<file path="src/rtl/gray_count_tracker_pkg.sv">
// Shared definitions for Gray-code receivers: tracker FSM states,
// step classification and a width-agnostic Gray-to-binary conversion.
package gray_count_tracker_pkg;

    typedef enum logic [1:0] {
        UNLOCKED = 2'd0,
        TRACK    = 2'd1,
        FAULT    = 2'd2
    } state_t;

    typedef enum logic [1:0] {
        STEP_HOLD = 2'd0,
        STEP_UP   = 2'd1,
        STEP_DOWN = 2'd2,
        STEP_BAD  = 2'd3
    } step_t;

    localparam int GRAY_FN_W = 32;

    // Zero-extended inputs decode correctly at any width up to GRAY_FN_W,
    // because the leading zeros leave the prefix-XOR chain untouched.
    function automatic logic [GRAY_FN_W-1:0] gray_to_bin(input logic [GRAY_FN_W-1:0] g);
        logic [GRAY_FN_W-1:0] b;
        b[GRAY_FN_W-1] = g[GRAY_FN_W-1];
        for (int i = GRAY_FN_W - 2; i >= 0; i--) begin
            b[i] = b[i+1] ^ g[i];
        end
        return b;
    endfunction

endpackage

</file>
<file path="src/rtl/gray_count_tracker_gray2bin.sv">
// Combinational reflected-Gray to binary decoder of parameterised width.
module gray2bin
    import gray_count_tracker_pkg::*;
#(
    parameter int W = 3
) (
    input  logic [W-1:0] gray,
    output logic [W-1:0] bin
);

    assign bin = W'(gray_to_bin(GRAY_FN_W'(gray)));

endmodule

</file>
<file path="src/rtl/gray_count_tracker.sv">
// Tracks a Gray up/down count stream: decodes each sample, classifies the
// step against the previous sample, keeps a wrapping position and latches FAULT.
module gray_count_tracker
    import gray_count_tracker_pkg::*;
#(
    parameter int W         = 3,
    parameter int POS_W     = 8,
    parameter int ERR_LIMIT = 3
) (
    input  logic             clk,
    input  logic             reset,
    input  logic             in_valid,
    input  logic [W-1:0]     gray_in,
    input  logic             clear,
    output logic [W-1:0]     bin_out,
    output logic             step,
    output logic             mode,
    output logic             err,
    output logic [POS_W-1:0] position,
    output logic             locked,
    output logic             fault
);

    state_t           state_q, state_d;
    logic [W-1:0]     prev_q, prev_d;
    logic [3:0]       err_cnt_q, err_cnt_d;
    logic [W-1:0]     bin_d;
    logic             step_d, mode_d, err_d;
    logic [POS_W-1:0] pos_d;

    logic [W-1:0]     b_new;
    logic [W-1:0]     diff;
    step_t            kind;

    gray2bin #(.W(W)) u_gray2bin (
        .gray (gray_in),
        .bin  (b_new)
    );

    // Modular distance decides direction; this also makes 7->0 an up-step.
    assign diff = b_new - prev_q;

    always_comb begin
        kind = STEP_BAD;
        if (diff == '0)
            kind = STEP_HOLD;
        else if (diff == W'(1))
            kind = STEP_UP;
        else if (diff == '1)
            kind = STEP_DOWN;
    end

    always_comb begin
        state_d   = state_q;
        prev_d    = prev_q;
        err_cnt_d = err_cnt_q;
        bin_d     = bin_out;
        step_d    = 1'b0;
        err_d     = 1'b0;
        mode_d    = mode;
        pos_d     = position;

        case (state_q)
            UNLOCKED: begin
                if (in_valid) begin
                    prev_d    = b_new;
                    bin_d     = b_new;
                    err_cnt_d = '0;
                    state_d   = TRACK;
                end
            end

            TRACK: begin
                if (in_valid) begin
                    // Illegal samples still resync prev so one glitch costs one error.
                    prev_d = b_new;
                    bin_d  = b_new;
                    case (kind)
                        STEP_HOLD: err_cnt_d = '0;
                        STEP_UP: begin
                            step_d    = 1'b1;
                            mode_d    = 1'b1;
                            pos_d     = position + POS_W'(1);
                            err_cnt_d = '0;
                        end
                        STEP_DOWN: begin
                            step_d    = 1'b1;
                            mode_d    = 1'b0;
                            pos_d     = position - POS_W'(1);
                            err_cnt_d = '0;
                        end
                        default: begin
                            err_d     = 1'b1;
                            err_cnt_d = err_cnt_q + 4'd1;
                            if (err_cnt_d == 4'(ERR_LIMIT))
                                state_d = FAULT;
                        end
                    endcase
                end
            end

            FAULT: begin
                if (clear) begin
                    state_d   = UNLOCKED;
                    err_cnt_d = '0;
                end
            end

            default: state_d = UNLOCKED;
        endcase
    end

    always_ff @(posedge clk) begin
        if (reset) begin
            state_q   <= UNLOCKED;
            prev_q    <= '0;
            err_cnt_q <= '0;
            bin_out   <= '0;
            step      <= 1'b0;
            mode      <= 1'b1;
            err       <= 1'b0;
            position  <= '0;
        end else begin
            state_q   <= state_d;
            prev_q    <= prev_d;
            err_cnt_q <= err_cnt_d;
            bin_out   <= bin_d;
            step      <= step_d;
            mode      <= mode_d;
            err       <= err_d;
            position  <= pos_d;
        end
    end

    assign locked = (state_q == TRACK);
    assign fault  = (state_q == FAULT);

endmodule

</file>
<file path="config.mk">
export PLATFORM = sky130hd
export DESIGN_NAME = gray_count_tracker
export DESIGN_NICKNAME = d
export VERILOG_FILES = /design/src/rtl/gray_count_tracker_pkg.sv /design/src/rtl/gray_count_tracker_gray2bin.sv /design/src/rtl/gray_count_tracker.sv
export SDC_FILE = /design/constraint.sdc
export NUM_CORES = 1
export LEC_CHECK = 0
export ABC_AREA = 1
export BUFFER_PORTS_ARGS = -buffer_cell sky130_fd_sc_hd__buf_4
export CORE_UTILIZATION = 59
export DETAILED_ROUTE_END_ITERATION = 6
export PLACE_DENSITY = 0.84
export SLEW_MARGIN = 30
export SYNTH_ARGS = -nofsm -noshare
export SYNTH_HDL_FRONTEND = slang
export SYNTH_SLANG_ARGS = --single-unit
</file>
<file path="constraint.sdc">
create_clock -name clk -period 8.64 [get_ports clk]
set_input_delay 0.864 -clock clk [delete_from_list [all_inputs] [get_ports clk]]
set_output_delay 0.864 -clock clk [all_outputs]
set_load 0.01 [all_outputs]
</file>
==> metrics.md <==
| Metric | Value |
|---|---|
| Largest net degree at the start of global routing | 16 |
| Clock Skew | 3.263 ps |
| Diode count | 0 |
| Port Buf Inserts | 22 |
| CTS tree | yes |
| DIE AREA | 2358 um2 |
| Post-synth EDFFs | 0 |
| Crit. End Element | register |
| Max IR drop VDD | 117.4 uV |
| Final hold violations | 0 |
| Sum Neg Setup Slack | 0 ps |
| Total CTS buffers | 3 |
| Main flop type after synthesis | dfxtp_1 |
| Top post-synthesis cells by area | dfxtp_1 (31%), ha_1 (11%), inv_1 (9.4%) |
| Via count | 1164 |
| Syn Std Cell Area | 1279 um2 |
| First-pass GRT wire length | 4298 um |
| Final setup fails | 0 |
| Initial core utilization | 63.87% |
| Postcts setup bufs | 0 |
| # hold bufs at CTS | 0 |
| Fin crit share | 42.43% |
| Post_cts resized | 0 |
| H-Tree Depth | 1 |
| Post-DP Area | 1463 um2 |
| Critical Path AT | 3880 ps |
| Hold depth | 2 |
| Synth top cells by count | inv_1 (32), nand2_1 (31), dfxtp_1 (20) |
| Worst hold path type | register to register |
| 1st-iter DRT viols | 25 |
| Largest family of logic cells by synthesized area | simple AND/OR/NAND/NOR gates |
| Max Cap Viol | 0 |
| Synth warn | 0 |
| LEAKAGE | 0.7820 nW |
| Critical path class | input pin to register |
| CP required | 8860 ps |
| Worst slew margin | 79.11% |
| RSZ-0062 raised after global routing | no |
| Overflow after GRT | 0 |
| HPWL after DPL | 1931 um |
| Power per cell area | 175.0 nW/um2 |
| Sw Share | 36.19% |
| Yosys reg bits | 20 |
| Gpl congestion | 0.9184 |
| Max Slew Vio Count | 0 |
| Simple-Gate Fraction of Synth Area | 26.91% |
| Top-count cell post-synth | inv_1 |
| Synth Net Count | 195 |
| Remaining DRCs | 0 |
| P&R area growth vs syn | 17.22% |
| All-layer global routing usage | 23.55% |
| Post-synthesis sequential area ratio | 31.31% |
| Cells after synthesis | 175 |
| XOR/XNOR Fraction of Synth Area | 6.751% |
| R2R cell count | 15 |
| Fmax | 272.8 MHz |
| Cell Rows | 16 |
| Initial antenna violation count | 0 |
| Gate power share | 38.7% |
| Final Power | 262.3 uW |
| Number of vias per cell | 5.150 |
| Synth Area in Adders | 13.89% |
| Syn avg cell area | 7.307 um2 |
| Core box area | 2002 um2 |
| Design area | 1499 um2 |
| Unique masters post-synth | 29 |
| Power Internal | 167.4 uW |
| CTS max path bufs | 2 |
| Post-synth top area share | 31.31% |
| Reg clk slew, reported paths | 110 ps |
| Proportion of layout cells with a drive suffix above 1 | 17.59% |
| Drt total wl | 2463 um |
| Asr flop ratio synth | 0% |
| IO Pins | 23 |
| Wirelength per Cell | 10.90 um |
| Insertion delay to the later sink of the worst-skew pair | 310 ps |
| Status | complete, no violations |
| Die Y | 48.56 um |
| Drt pass-1 iters | 4 |
| Startpoint types | input pin |
| Crit-path max FO | 9 |
| DRT antenna net count | 0 |
| Die Width | 48.56 um |
| Multiplexer area fraction after synthesis | 0% |
| Synth Area in Compound Gates | 9.980% |
| Fin crit period | 3666 ps |
| CTS root buffer | clkbuf_4 |
| Synth area leader | dfxtp_1 |
| Worst slew pin tran | 313.3 ps |
| Clock group share of total power | 21.3% |
| Final nets | 220 |
| P_sw | 94.94 uW |
| CTS sink cnt | 20 |
| Sequential power share | 40.1% |
| Vias in the first global route | 1044 |
## path summary, 6_finish.rpt
path / slack [ps] / start / to
hold reg to reg: 500 / err_cnt_q[3]$_SDFFE_PP0P_ / err_cnt_q[3]$_SDFFE_PP0P_
hold / removal: 500 / err_cnt_q[3]$_SDFFE_PP0P_ / err_cnt_q[3]$_SDFFE_PP0P_
setup / recovery: 4970 / gray_in[2] / position[4]$_SDFFE_PP0P_
setup reg to reg: 5690 / prev_q[0]$_SDFFE_PP0P_ / position[4]$_SDFFE_PP0P_
## state kept, by name, summed over array words and instances, names as in the netlist
signal,cells
state_q,2
mode,1
prev_q,3
err_cnt_q,4
err,1
step,1
position,8
## layout by cell type (no fill, tap or decap), drive strengths merged
cell type  Yosys  final
fa             2      2
dfxtp         20     20
xor2           6      6
clkbuf         1      4
and2           1      1
nand4          3      3
a21oi         13     13
or2            4      4
buf            1     22
inv           34     34
ha            11     11
o21ai          8      8
a211oi         2      2
nand2         32     32
nor2          19     19
xnor2          3      3
nand3b         2      2
o211ai         1      1
nand3         12     12
## worst max-delay path: stages
cell,delay (ps)
buf_4,130
xor2_2,230
xor2_1,230
inv_1,70
ha_1,180
inv_1,60
fa_1,420
inv_1,80
nand3_1,90
nand2_2,110
ha_1,340
inv_1,100
fa_1,410
inv_1,90
nand3_1,80
nand2_1,100
xor2_1,60
o21ai_0,170
inv_1,60
## routing by layer
layer,global-route usage [%],part of all wire (%)
met3,3.774,4.5
met2,39.44,49
met1,29.47,45
met4,11.27,1.8
met5,0,0
## cell families after synthesis
logic type                 count (synthesis)
AOI/OAI and AO/OA                         24
xor gates and xnor gates                   9
adders and majority gates                 13
buffers and inverters                     36
DFF                                       20
and+or+nand+nor                           73
## metrics by stage
step                      cells  setup WS (ps)  util (%)  hold WS, ps
after floorplan             175           5096         -        456.1
after global placement      222           4805     73.06        464.3
after detailed placement    222           4657     73.06        483.3
after CTS                   226           4993     74.88        502.8
after global routing        226           4677     74.88        528.4
final                       226           4974     74.88        498.0
## power groups by stage
stage | clock, mW | sequential (mW) | combinational [mW]
floorplan | 0 | 0.109 | 0.0723
finish | 0.0558 | 0.105 | 0.101
CTS | 0.0579 | 0.105 | 0.101
global placement | 0 | 0.107 | 0.0965
detailed placement | 0 | 0.107 | 0.101
global route | 0.0604 | 0.106 | 0.114
## layout make-up
cell class	instances	area [um2]
inverter	34	127.6
multi-input combinational	119	735.7
timing repair buffer	22	165.2
clock buffer	4	36.28
tap	27	33.78
sequential	20	400.4
fill	158	503.0
No activity file was read; power rests on OpenSTA's default activity.
